$ cat src/rtl/led_pkg.sv
// Package: led_pkg
// Shared constants and helpers for the LED fader output stage.
//   NUMBER_OF_LEDS_DEFAULT  default channel count (Tang Nano 9K has 6 LEDs)
//   level_max()             full-scale brightness for a given PWM resolution
package led_pkg;

    localparam int unsigned NUMBER_OF_LEDS_DEFAULT = 6;

    // Full-scale brightness: 2**pwm_bits - 1
    function automatic int unsigned level_max(input int unsigned pwm_bits);
        return (32'd1 << pwm_bits) - 32'd1;
    endfunction

endpackage

$ cat src/rtl/led_fader_if.sv
// Interface: led_fader_if
// Pattern-in / LED-out bundle between the pattern generator and the fader.
//   pattern_in  NUMBER_OF_LEDS  raw pattern, active-low (0 = LED requested on)
//   led         NUMBER_OF_LEDS  LED pins, active-low (0 = LED lit)
// Modports:
//   master  pattern source side (drives pattern_in, observes led)
//   slave   fader side (reads pattern_in, drives led)
interface led_fader_if import led_pkg::*; #(
    parameter int unsigned NUMBER_OF_LEDS = NUMBER_OF_LEDS_DEFAULT
);

    logic [NUMBER_OF_LEDS-1:0] pattern_in;
    logic [NUMBER_OF_LEDS-1:0] led;

    modport master (
        output pattern_in,
        input  led
    );

    modport slave (
        input  pattern_in,
        output led
    );

endinterface

$ cat src/rtl/led_fader_fade_channel.sv
// Module: fade_channel
// One LED channel: brightness level register with saturating decay and a
// registered PWM comparator driving the active-low LED output.
// Ports:
//   clk          system clock
//   rst          asynchronous active-high reset
//   i_request_n  channel request, active-low (0 = snap to full brightness)
//   i_fade_tick  shared one-cycle decay strobe
//   i_pwm_cnt    shared free-running PWM counter
//   o_led_n      registered LED drive, active-low (0 = lit)
module fade_channel import led_pkg::*; #(
    parameter int unsigned PWM_BITS  = 8,
    parameter int unsigned FADE_STEP = 16
) (
    input  logic                clk,
    input  logic                rst,
    input  logic                i_request_n,
    input  logic                i_fade_tick,
    input  logic [PWM_BITS-1:0] i_pwm_cnt,
    output logic                o_led_n
);

    localparam logic [PWM_BITS-1:0] LEVEL_MAX = PWM_BITS'(level_max(PWM_BITS));
    localparam logic [PWM_BITS-1:0] STEP      = PWM_BITS'(FADE_STEP);

    logic [PWM_BITS-1:0] r_level;
    logic [PWM_BITS-1:0] w_level_next;
    logic                r_led_n;

    // A request outranks a coincident fade tick, so a held LED never dips.
    // The decrement saturates at zero instead of wrapping to a bright level.
    always_comb begin
        w_level_next = r_level;
        if (!i_request_n) begin
            w_level_next = LEVEL_MAX;
        end else if (i_fade_tick) begin
            w_level_next = (r_level > STEP) ? (r_level - STEP) : '0;
        end
    end

    always_ff @(posedge clk or posedge rst) begin
        if (rst) begin
            r_level <= '0;
            r_led_n <= 1'b1;
        end else begin
            r_level <= w_level_next;
            // Strict compare: level 0 never lights, LEVEL_MAX is dark only at pwm==LEVEL_MAX.
            r_led_n <= !(r_level > i_pwm_cnt);
        end
    end

    assign o_led_n = r_led_n;

endmodule

$ cat src/rtl/led_fader.sv
// Module: led_fader
// Output stage between the LED pattern generator and the board LED pins.
// A requested LED snaps to full brightness; once released it decays in fixed
// steps, producing a comet-tail afterglow on a running-light pattern.
// Ports:
//   clk  system clock
//   rst  asynchronous active-high reset (release is synchronous to clk)
//   bus  led_fader_if.slave: pattern_in (active-low request), led (active-low pins)
// Parameters:
//   NUMBER_OF_LEDS  channel count
//   PWM_BITS        brightness/PWM resolution
//   FADE_CYCLES     clk cycles between fade steps (>= 1)
//   FADE_STEP       brightness decrement per fade tick (1..LEVEL_MAX)
module led_fader import led_pkg::*; #(
    parameter int unsigned NUMBER_OF_LEDS = NUMBER_OF_LEDS_DEFAULT,
    parameter int unsigned PWM_BITS       = 8,
    parameter int unsigned FADE_CYCLES    = 270000,
    parameter int unsigned FADE_STEP      = 16
) (
    input  logic        clk,
    input  logic        rst,
    led_fader_if.slave  bus
);

    localparam int unsigned PRESCALE_BITS = $clog2(FADE_CYCLES + 1);
    localparam logic [PRESCALE_BITS-1:0] PRESCALE_LAST = PRESCALE_BITS'(FADE_CYCLES - 1);

    logic [PRESCALE_BITS-1:0]  r_prescaler;
    logic [PRESCALE_BITS-1:0]  w_prescaler_next;
    logic                      r_fade_tick;
    logic                      w_fade_tick_next;
    logic [PWM_BITS-1:0]       r_pwm_cnt;
    logic [NUMBER_OF_LEDS-1:0] w_led;

    // The tick flop is loaded from the next prescaler value so that it is high
    // exactly while the prescaler sits at FADE_CYCLES-1. With FADE_CYCLES=1 the
    // prescaler stays at 0 and the tick is high every cycle after reset.
    always_comb begin
        w_prescaler_next = (r_prescaler == PRESCALE_LAST) ? '0
                                                          : r_prescaler + PRESCALE_BITS'(1);
        w_fade_tick_next = (w_prescaler_next == PRESCALE_LAST);
    end

    always_ff @(posedge clk or posedge rst) begin
        if (rst) begin
            r_prescaler <= '0;
            r_fade_tick <= 1'b0;
            r_pwm_cnt   <= '0;
        end else begin
            r_prescaler <= w_prescaler_next;
            r_fade_tick <= w_fade_tick_next;
            r_pwm_cnt   <= r_pwm_cnt + PWM_BITS'(1);
        end
    end

    for (genvar g = 0; g < NUMBER_OF_LEDS; g++) begin : g_ch
        fade_channel #(
            .PWM_BITS  (PWM_BITS),
            .FADE_STEP (FADE_STEP)
        ) u_ch (
            .clk         (clk),
            .rst         (rst),
            .i_request_n (bus.pattern_in[g]),
            .i_fade_tick (r_fade_tick),
            .i_pwm_cnt   (r_pwm_cnt),
            .o_led_n     (w_led[g])
        );
    end

    assign bus.led = w_led;

endmodule

$ cat src/flat_wrapper.sv
// flat-port wrapper written by rule: the top's interface ports become plain ports
module led_fader_flat import led_pkg::*;
#(
    parameter int unsigned NUMBER_OF_LEDS = NUMBER_OF_LEDS_DEFAULT,
    parameter int unsigned PWM_BITS       = 8,
    parameter int unsigned FADE_CYCLES    = 270000,
    parameter int unsigned FADE_STEP      = 16
)
  (clk, rst, bus_pattern_in, bus_led);
  led_fader_if #(.NUMBER_OF_LEDS(NUMBER_OF_LEDS)) bus_i ();
  input  logic clk;
  input  logic rst;
  input wire logic [$bits(bus_i.pattern_in)-1:0] bus_pattern_in;
  output wire logic [$bits(bus_i.led)-1:0] bus_led;
  assign bus_i.pattern_in = bus_pattern_in;
  assign bus_led = bus_i.led;
  led_fader #(.NUMBER_OF_LEDS(NUMBER_OF_LEDS), .PWM_BITS(PWM_BITS), .FADE_CYCLES(FADE_CYCLES), .FADE_STEP(FADE_STEP)) u_core (.clk(clk), .rst(rst), .bus(bus_i));
endmodule
$ cat config.mk
export PLATFORM = sky130hd
export DESIGN_NAME = led_fader_flat
export DESIGN_NICKNAME = d
export VERILOG_FILES = /design/src/rtl/led_pkg.sv /design/src/rtl/led_fader_if.sv /design/src/rtl/led_fader_fade_channel.sv /design/src/rtl/led_fader.sv /design/src/flat_wrapper.sv
export SDC_FILE = /design/constraint.sdc
export NUM_CORES = 1
export LEC_CHECK = 0
export ABC_AREA = 0
export BUFFER_PORTS_ARGS = -buffer_cell sky130_fd_sc_hd__buf_2
export CAP_MARGIN = 20
export CELL_PAD_IN_SITES_DETAIL_PLACEMENT = 1
export CELL_PAD_IN_SITES_GLOBAL_PLACEMENT = 2
export CORE_ASPECT_RATIO = 0.8
export CORE_UTILIZATION = 41
export DETAILED_ROUTE_END_ITERATION = 16
export GPL_TIMING_DRIVEN = 0
export PLACE_DENSITY_LB_ADDON = 0.1
export SYNTH_ARGS = -nofsm -noshare
export SYNTH_HDL_FRONTEND = slang
export SYNTH_SLANG_ARGS = --single-unit
$ cat constraint.sdc
create_clock -name clk -period 2.7 [get_ports clk]
set_input_delay 0.81 -clock clk [delete_from_list [all_inputs] [get_ports clk]]
set_output_delay 0.81 -clock clk [all_outputs]
set_load 0.01 [all_outputs]
==> flow_metrics.tcl, run 1 <==
set metrics [dict create \
    htree_levels 3 \
    max_freq_ghz 0.448 \
    grt_first_pass_wirelength_mm 16.7 \
    ys_warn_count 0 \
    syn_avg_cell_area_um2 9.78 \
    floorplan.rows 32 \
    crit_fanout 5 \
    synth_nets 490 \
    synth_top_area_share_pct 35.3 \
    clk-insertion-delay-late_ns 0.33 \
    seq_area_frac_synth_pct 39.2 \
    hold_viol_final 0 \
    cap_violations 0 \
    die_w_um 114 \
    grt-ovfl-total 0 \
    sw_frac_of_total_pct 21.2 \
    async_flop_share_pct 100 \
    layout_commonest_cell "ha_1" \
    vias 3187 \
    grt_antenna_before_repair 0 \
    cpPeakStageDelay_ns 0.48 \
    ios 14 \
    fillers 1132 \
    ys_ff_latch 64 \
    p_clk_share_pct 51.5 \
    tightest_slew_ns 0.826 \
    p_int_mw 1.61 \
    viasPerCell 5.45 \
    cts_repair_resize_count 0 \
    holdWs_ns 0.468 \
    yosysUniqueCellTypes 44 \
    pwr-share-comb_pct 1.5 \
    diodes 0 \
    core_mm2 0.00969 \
    dieArea_mm2 0.0104 \
    cts-buffers-inserted 9 \
    numPortBuffers 13 \
    ir_drop_mv 0.329 \
    arrival_ns 2.46 \
    finalCriticalPeriod_ns 2.23 \
    grt_pass1_vias 3217 \
    cp_top_family "simple AND/OR/NAND/NOR gates" \
    switchingPower_mw 0.433 \
    slowest_stage "or4b_1" \
    synth_area_leaders "dfrtp_1 35%, ha_1 19%, dfstp_2 3.8%, inv_1 3.3%, nand4_1 3.0%" \
    ant_nets 0 \
    path_clk_slew_ns 0.05 \
    critPathBufInv 0 \
    synth_edf_count 0 \
    die-height_um 91.5 \
    hold_path.class "register to register" \
    post_cts_buffers 0 \
    initial_core_util_pct 42.4 \
    route.detailed.drc 0 \
    synthFlopType "dfrtp_1" \
    synth_top_cell_by_area "dfrtp_1" \
    clockRootBuffer "clkbuf_16" \
    clk_path_buf_depth 2 \
    p_leak_nw 2.07 \
    status "finished clean" \
    crit_path_cell_trace "nor3b_1 > nand4_1 > nor4_1 > or4b_1 > nor4b_2" \
    worst-endpoint-required_ns 2.93 \
    drt-total-wl_mm 10.1 \
    cp-start-kind "register" \
    first_pass_iters 4 \
    final_cell_mix "62 x ha_1, 58 x dfrtp_1, 35 x inv_1" \
    synthCells 420 \
    power.density_mw_per_mm2 444 \
    grt_start_max_net_pins 65 \
    cts_hold_buffers 0 \
    worstSetupEndpointType "register" \
    drive_gt1_share_pct 10.2 \
    maxSlewViolCount 0 \
    skew_ns 0.00689 \
    critPathKind "register to register" \
    grt_usage_pct 21.1 \
    finalSetupViolCount 0 \
    place_congestion 0.775 \
    dp.final_hpwl_mm 7.21 \
    syn_to_final_growth_pct 12.2 \
    cts_tree "built" \
    finalCritPeriodShare_pct 82.7 \
    slew_headroom_pct 44.9 \
    nets 514 \
    wl_per_cell_um 17.2 \
    rsz0062_at_grt "no" \
    seqPwrFrac_pct 47.0 \
    drt_iter0_drc 79 \
    syn_area_mm2 0.00411 \
    fin_setup_tns_ns 0 \
    cts.sinks 64 \
]
## path summary, 6_finish.rpt
kind	startpoint	to	slack [ns]	cells after the start
worst min register to register	u_core.r_pwm_cnt[6]$_DFF_PP0_	u_core.r_pwm_cnt[6]$_DFF_PP0_	0.47	1
worst max-delay path	u_core.r_prescaler[6]$_DFF_PP0_	u_core.r_fade_tick$_DFF_PP0_	0.47	5
max in group asynchronous	rst	u_core.g_ch[1].u_ch.r_level[2]$_DFFE_PP0P_	1.51	2
min in group asynchronous	rst	u_core.r_prescaler[10]$_DFF_PP0_	0.65	2
worst min-delay path	u_core.r_pwm_cnt[6]$_DFF_PP0_	u_core.r_pwm_cnt[6]$_DFF_PP0_	0.47	1
worst max register to register	u_core.r_prescaler[6]$_DFF_PP0_	u_core.r_fade_tick$_DFF_PP0_	0.47	5
## cell usage after synthesis, drive strengths merged (6+ instances only)
master and count:
a21oi 19, buf 8, dfrtp 58, dfstp 6
ha 62, inv 36, nand2 27, nand2b 7
nand3 16, nand4 20, nor2 16, nor2b 14
nor3 7, nor4 10, o211ai 11, o21a 6
o21ai 22, o22ai 6, xnor2 13, xor2 9
## power groups by stage
stage / logic, mW / clock network (mW) / registers, mW
after floorplan: 0.0146 / 0 / 0.977
after global placement: 0.0323 / 0 / 0.977
after detailed placement: 0.0333 / 0 / 0.977
after CTS: 0.0337 / 1.07 / 0.960
after global routing: 0.0369 / 1.11 / 0.960
final: 0.0317 / 1.05 / 0.961
## through the flow
stage	std cells	util, %	power (mW)	area, um2	setup slack [ns]
6_report	585	47.6	2.04	4610	0.466
5_1_grt	585	47.6	2.10	4610	0.347
4_1_cts	585	47.6	2.07	4610	0.453
3_5_place_dp	569	44.8	1.01	4350	0.483
3_3_place_gp	569	44.8	1.01	4340	-0.695
2_1_floorplan	420	-	0.991	4110	0.302
## state kept, by name, indices dropped and copies added, names as in the netlist
register,count
u_core.g_ch.u_ch.o_led_n,6
u_core.g_ch.u_ch.r_level,30
u_core.r_fade_tick,1
u_core.r_prescaler,19
u_core.r_pwm_cnt,8
## area by class of cell
cell class                      count  area, um2  share of cell area (%)
Multi-Input combinational cell    307       2290                    49.7
Sequential cell                    64       1610                    34.9
Clock buffer                       15        258                    5.59
Tap cell                          136        170                    3.69
Inverter                           37        141                    3.07
Buffer                             12       68.8                    1.49
Timing Repair Buffer               13       65.1                    1.41
Clock inverter                      1       5.00                   0.109
## kinds of logic after synthesis
| kind of cell | after synthesis | synth area share [%] |
|---|---|---|
| simple gates | 137 | 18.8 |
| mux | 1 | 0.274 |
| xor+xnor | 22 | 4.69 |
| fa+ha+maj | 62 | 18.9 |
| compound gates | 85 | 13.1 |
| buf+inv | 49 | 5.06 |
| flops | 64 | 39.2 |
## layer usage
layer,vias up,share of wire [%],GRT usage [%]
met5,-,0,0
met4,0,0.91,4.87
met3,11,2.0,4.81
met2,21,44,31.4
met1,1576,53,30.8
li1,1579,-,-
## worst register-to-register path, stage by stage (launching register included)
cell	delay, ns
dfrtp_1	0.43
nor3b_1	0.45
nand4_1	0.19
nor4_1	0.26
or4b_1	0.48
nor4b_2	0.32
No activity file was read; power rests on OpenSTA's default activity.
==> run 2: changes to the inputs <==
ABC_AREA = 1   (was 0)
CORE_UTILIZATION = 39   (was 41)
clock period = 2.1 ns   (was 2.7 ns; I/O delays follow)
==> run 2 against run 1 <==
  * Routed wire length increased by 15%
  * Die area increased by 12%
  * Clock-buffer cell count unchanged
  * Worst hold slack got worse by 0.29 ns
==> flow_metrics.tcl, run 2 <==
set metrics [dict create \
    status "finished clean" \
    synth_area_leaders "dfrtp_1 33%, ha_1 18%, inv_1 6.9%, nand2_1 6.4%, a21oi_1 4.9%" \
    synth_nets 592 \
    p_leak_nw 2.33 \
    clk-insertion-delay-late_ns 0.33 \
    grt_start_max_net_pins 37 \
    viasPerCell 5.21 \
    die_w_um 121 \
    cap_violations 0 \
    place_congestion 0.787 \
    arrival_ns 2.13 \
    syn_avg_cell_area_um2 8.42 \
    crit_fanout 10 \
    grt-ovfl-total 0 \
    worst-endpoint-required_ns 2.35 \
    seq_area_frac_synth_pct 36.6 \
    synth_commonest_cells "81 x inv_1, 75 x nand2_1, 62 x ha_1" \
    synth_edf_count 0 \
    ir_drop_mv 0.331 \
    yosysUniqueCellTypes 32 \
    grt_use_met1_pct 32.8 \
    dieArea_mm2 0.0117 \
    nets 618 \
    drt_iter0_drc 174 \
    cts_tree "built" \
    final_cell_mix "80 x inv_1, 75 x nand2_1, 61 x ha_1" \
    grt_use_met3_pct 3.60 \
    power_mw 2.66 \
    diodes 0 \
    busiest_layer "met2" \
    grtUsageMet2_pct 33.3 \
    cts-buffers-inserted 9 \
    wl_per_cell_um 16.6 \
    skew_ns 0.00793 \
    maxSlewViolCount 0 \
    finalCriticalPeriod_ns 1.88 \
    grt_first_pass_wirelength_mm 20.0 \
    drive_gt1_share_pct 12.5 \
    syn_area_mm2 0.00440 \
    first_pass_iters 6 \
    async_flop_share_pct 100 \
    drt-total-wl_mm 11.6 \
    yosysMostFrequentCell "inv_1" \
    core_mm2 0.0109 \
    layout_commonest_cell "inv_1" \
    syn_to_final_growth_pct 12.6 \
    route.detailed.drc 0 \
    clk_path_buf_depth 2 \
    slew_headroom_pct 48.5 \
    initial_core_util_pct 40.2 \
    hold_path.class "input pin to asynchronous set/reset pin" \
    r2r-start "u_core.r_fade_tick$_DFF_PP0_" \
    cts_repair_resize_count 0 \
    numPortBuffers 13 \
    vias 3632 \
    finalSetupViolCount 0 \
    dp_slack_ns 0.183 \
    synthFlopType "dfrtp_1" \
    grt_pass1_vias 3832 \
    finalNonFillerCells 697 \
    clockRootBuffer "clkbuf_16" \
    fin_setup_tns_ns 0 \
    synthCells 522 \
    regMostFlops "u_core.g_ch.u_ch.r_level" \
    grt_usage_pct 22.1 \
    synth_top_cell_by_area "dfrtp_1" \
    worstSetupEndpointType "register" \
    htree_levels 3 \
    critPathKind "register to register" \
    post_cts_buffers 0 \
    grt_antenna_before_repair 0 \
    hold_viol_final 0 \
    max_freq_ghz 0.533 \
    largest_reg_flops 30 \
    cts.sinks 64 \
    placed_cells 681 \
    fillers 1310 \
    dp.final_hpwl_mm 8.58 \
    die-height_um 97.0 \
    path_clk_slew_ns 0.05 \
    rsz0062_at_grt "no" \
    cp-start-kind "register" \
    synth_top_area_share_pct 33.0 \
    floorplan.rows 34 \
    finalWorstSetupSlack_ns 0.222 \
    reg_top3 "u_core.g_ch.u_ch.r_level: 30 flops, u_core.r_prescaler: 19 flops, u_core.r_pwm_cnt: 8 flops" \
    ys_warn_count 0 \
    ant_nets 0 \
    tightest_slew_ns 0.772 \
    critical_path.startpoint "u_core.r_fade_tick$_DFF_PP0_" \
    cts_hold_buffers 0 \
    ys_ff_latch 64 \
    ios 14 \
    power.density_mw_per_mm2 537 \
    finalCritPeriodShare_pct 89.4 \
]
==> run 2: cell types whose count changed after synthesis, sizes merged, moves of 9 or more <==
| cell | delta |
|---|---|
| a21oi | +25 |
| inv | +45 |
| nand2 | +54 |
| nand3 | +19 |
| nor2 | +28 |
| nor2b | -14 |
| nor4 | -10 |
| o221ai | +15 |
| or2 | +9 |
==> run 2: logic make-up (layout without fill, tap and decap cells) <==
kind of cell / count (synthesis) / in the layout / synth area share [%]
flip-flops: 64 / 64 / 36.6
AND/OR/NAND/NOR: 191 / 191 / 20.2
buffers and inverters: 90 / 121 / 8.22
AO/OA/AOI/OAI: 95 / 95 / 13.3
adder cells (fa/ha/maj): 62 / 62 / 17.6
XOR/XNOR: 20 / 20 / 3.98
==> run 2: per-layer routing <==
layer / share of wire (%) / up-vias
met5: 0 / -
met1: 53 / 1768
met3: 2.0 / 7
met2: 44 / 35
met4: 0.59 / 0
li1: - / 1822
==> run 2: path summary, 6_finish.rpt <==
| path | to | slack, ns | cells after the start |
|---|---|---|---|
| hold reg to reg | u_core.r_pwm_cnt[6]$_DFF_PP0_ | 0.50 | 1 |
| setup / recovery | u_core.g_ch[2].u_ch.r_level[7]$_DFFE_PP0P_ | 0.22 | 5 |
| hold / removal | u_core.r_prescaler[14]$_DFF_PP0_ | 0.18 | 2 |
| max in group asynchronous | u_core.g_ch[5].u_ch.o_led_n$_DFF_PP1_ | 1.21 | 4 |
| setup reg to reg | u_core.g_ch[2].u_ch.r_level[7]$_DFFE_PP0P_ | 0.22 | 5 |
| min in group clk | u_core.r_pwm_cnt[6]$_DFF_PP0_ | 0.50 | 1 |
==> run 2: per-stage QoR <==
stage / util, % / cell area (um2) / hold slack (ns)
2_1_floorplan: - / 4400 / 0.463
3_3_place_gp: 42.5 / 4650 / 0.482
3_5_place_dp: 42.9 / 4690 / 0.488
4_1_cts: 45.3 / 4950 / 0.176
5_1_grt: 45.3 / 4950 / 0.179
6_report: 45.3 / 4950 / 0.178
==> run 2: power by group <==
part / switching, mW / leakage (nW) / internal, mW
clock: 0.543 / 0.128 / 0.832
sequential: 0.000000000000000209 / 0.686 / 1.23
combinational: 0.0372 / 1.52 / 0.0140
==> run 2: final cells by class <==
cell class                      count  area, um2  share of cell area (%)
Timing Repair Buffer               15        105                    2.12
Clock inverter                      1       5.00                   0.101
Tap cell                          144        180                    3.64
Sequential cell                    64       1610                    32.5
Clock buffer                       15        258                    5.20
Inverter                           81        308                    6.22
Buffer                              9       57.6                    1.16
Multi-Input combinational cell    368       2430                    49.0
==> run 2: worst max-delay path, stage by stage, from the launching register on <==
cell and delay [ns]:
dfrtp_1 0.35, buf_2 0.21, inv_1 0.33, clkbuf_1 0.64, a21oi_1 0.15, o21ai_0 0.11
==> run 3: changes to the inputs <==
MAX_ROUTING_LAYER = met4   (was unset)
==> run 3 against run 2 <==
  * Worst setup slack lost 0.017 ns
  * Sequential power about the same
  * Die area is the same
  * Critical path depth is the same
  * Utilization did not move
  * Largest power group unchanged
==> flow_metrics.tcl, run 3 (synthesis results as in run 2) <==
set metrics [dict create \
    status "finished clean" \
    rsz0062_at_grt "no" \
    drive_gt1_share_pct 12.5 \
    post_dp_cell_area_mm2 0.00469 \
    layout_commonest_cell "inv_1" \
    finalCriticalPeriod_ns 1.89 \
    power_mw 2.66 \
    max_freq_ghz 0.528 \
    regMostFlops "u_core.g_ch.u_ch.r_level" \
    first_pass_iters 6 \
    final_util_pct 45.3 \
    clk-insertion-delay-late_ns 0.33 \
    cpPeakStageDelay_ns 0.65 \
    maxSlewViolCount 0 \
    numPortBuffers 13 \
    finalCritPeriodShare_pct 90.2 \
    ir_drop_mv 0.332 \
    post_cts_buffers 0 \
    r2r-start "u_core.r_fade_tick$_DFF_PP0_" \
    place_congestion 0.798 \
    tightest_slew_ns 0.783 \
    finalWorstSetupSlack_ns 0.206 \
    floorplan.rows 34 \
    critical_path.startpoint "u_core.r_fade_tick$_DFF_PP0_" \
    initial_core_util_pct 40.2 \
    arrival_ns 2.15 \
    grt_first_pass_wirelength_mm 20.0 \
    grt_antenna_before_repair 0 \
    fin_setup_tns_ns 0 \
    path_depth 5 \
    skew_ns 0.00743 \
    drt-total-wl_mm 11.6 \
    worst-endpoint-required_ns 2.35 \
    ios 14 \
    dieArea_mm2 0.0117 \
    reg_top3 "u_core.g_ch.u_ch.r_level: 30 flops, u_core.r_prescaler: 19 flops, u_core.r_pwm_cnt: 8 flops" \
    wl_per_cell_um 16.6 \
    hold_path.class "input pin to asynchronous set/reset pin" \
    path_clk_slew_ns 0.05 \
    final_cell_mix "80 x inv_1, 75 x nand2_1, 61 x ha_1" \
    nets 618 \
    clockRootBuffer "clkbuf_16" \
    cp_top_family "buffers and inverters" \
    dp.final_hpwl_mm 8.58 \
    cts.sinks 64 \
    cts_tree "built" \
    vias 3624 \
    grt_start_max_net_pins 37 \
    ant_nets 0 \
    slowest_stage "clkbuf_1" \
    hold_viol_final 0 \
    htree_levels 3 \
    cts-buffers-inserted 9 \
    finish.instance_area_mm2 0.00495 \
    critPathKind "register to register" \
    cp-start-kind "register" \
    die-height_um 97.0 \
    holdWs_ns 0.178 \
    route.detailed.drc 0 \
    worstSetupEndpointType "register" \
    cp-endpoint "u_core.g_ch[2].u_ch.r_level[7]$_DFFE_PP0P_" \
    worst-r2r-cell-count 5 \
    syn_to_final_growth_pct 12.6 \
    slew_headroom_pct 47.8 \
    grt-ovfl-total 0 \
    diodes 0 \
    power.density_mw_per_mm2 537 \
    critPathBufInv 3 \
    grt_usage_pct 22.8 \
    finalNonFillerCells 697 \
    cap_violations 0 \
    die_w_um 121 \
    finalSetupViolCount 0 \
    grt_pass1_vias 3827 \
    rrSetupSlack_ns 0.21 \
    largest_reg_flops 30 \
    placed_cells 681 \
    timing.rr.end "u_core.g_ch[2].u_ch.r_level[7]$_DFFE_PP0P_" \
    viasPerCell 5.20 \
    core_mm2 0.0109 \
    dp_slack_ns 0.183 \
    crit_path_cell_trace "buf_2 > inv_1 > clkbuf_1 > a21oi_1 > o21ai_0" \
    drt_iter0_drc 171 \
    p_leak_nw 2.33 \
    clk_path_buf_depth 2 \
    crit_fanout 10 \
]
-- run 3: what timing repair did --
action	4_1_cts	5_1_grt
hold buffers	0	0
resized for setup	0	2
endpoints found under the setup margin	0	1
-- run 3: worst reg2reg max path: cells and delay by family, from the launching register on --
kind | cells | cell delay (ns)
buffers and inverters | 3 | 1.21
flip-flops | 1 | 0.35
AO/OA/AOI/OAI | 2 | 0.26
-- run 3: worst min path at each step --
stage	from	end	slack (ns)	cells after the start
final	rst	u_core.r_prescaler[14]$_DFF_PP0_	0.18	2
after global routing	rst	u_core.r_prescaler[15]$_DFF_PP0_	0.18	2
after CTS	rst	u_core.r_prescaler[14]$_DFF_PP0_	0.18	2
after detailed placement	u_core.r_pwm_cnt[6]$_DFF_PP0_	u_core.r_pwm_cnt[6]$_DFF_PP0_	0.49	1
after global placement	u_core.r_pwm_cnt[5]$_DFF_PP0_	u_core.r_pwm_cnt[5]$_DFF_PP0_	0.48	1
after floorplan	u_core.r_pwm_cnt[6]$_DFF_PP0_	u_core.r_pwm_cnt[6]$_DFF_PP0_	0.46	1
-- run 3: power by group --
| group | switching (mW) | internal, mW | leakage [nW] |
|---|---|---|---|
| logic | 0.0373 | 0.0140 | 1.52 |
| registers | 0.000000000000000208 | 1.23 | 0.686 |
| clock network | 0.543 | 0.832 | 0.128 |
| total | 0.580 | 2.08 | 2.33 |
-- run 3: final cells by class --
type | instances | area [um2]
buffer | 9 | 57.6
timing repair buffer | 15 | 105
clock buffer | 15 | 258
fill | 1310 | 5980
tap | 144 | 180
multi-input combinational | 368 | 2430
inverter | 81 | 308
sequential | 64 | 1610
clock inverter | 1 | 5.00
-- run 3: metal layers --
metal  vias up  share of wire, %  track usage, %
met5         -                 0               -
met4         0              0.51            5.22
met3         7               2.0            3.77
met2        33                44            33.3
met1      1758                53            32.9
li1       1826                 -               -
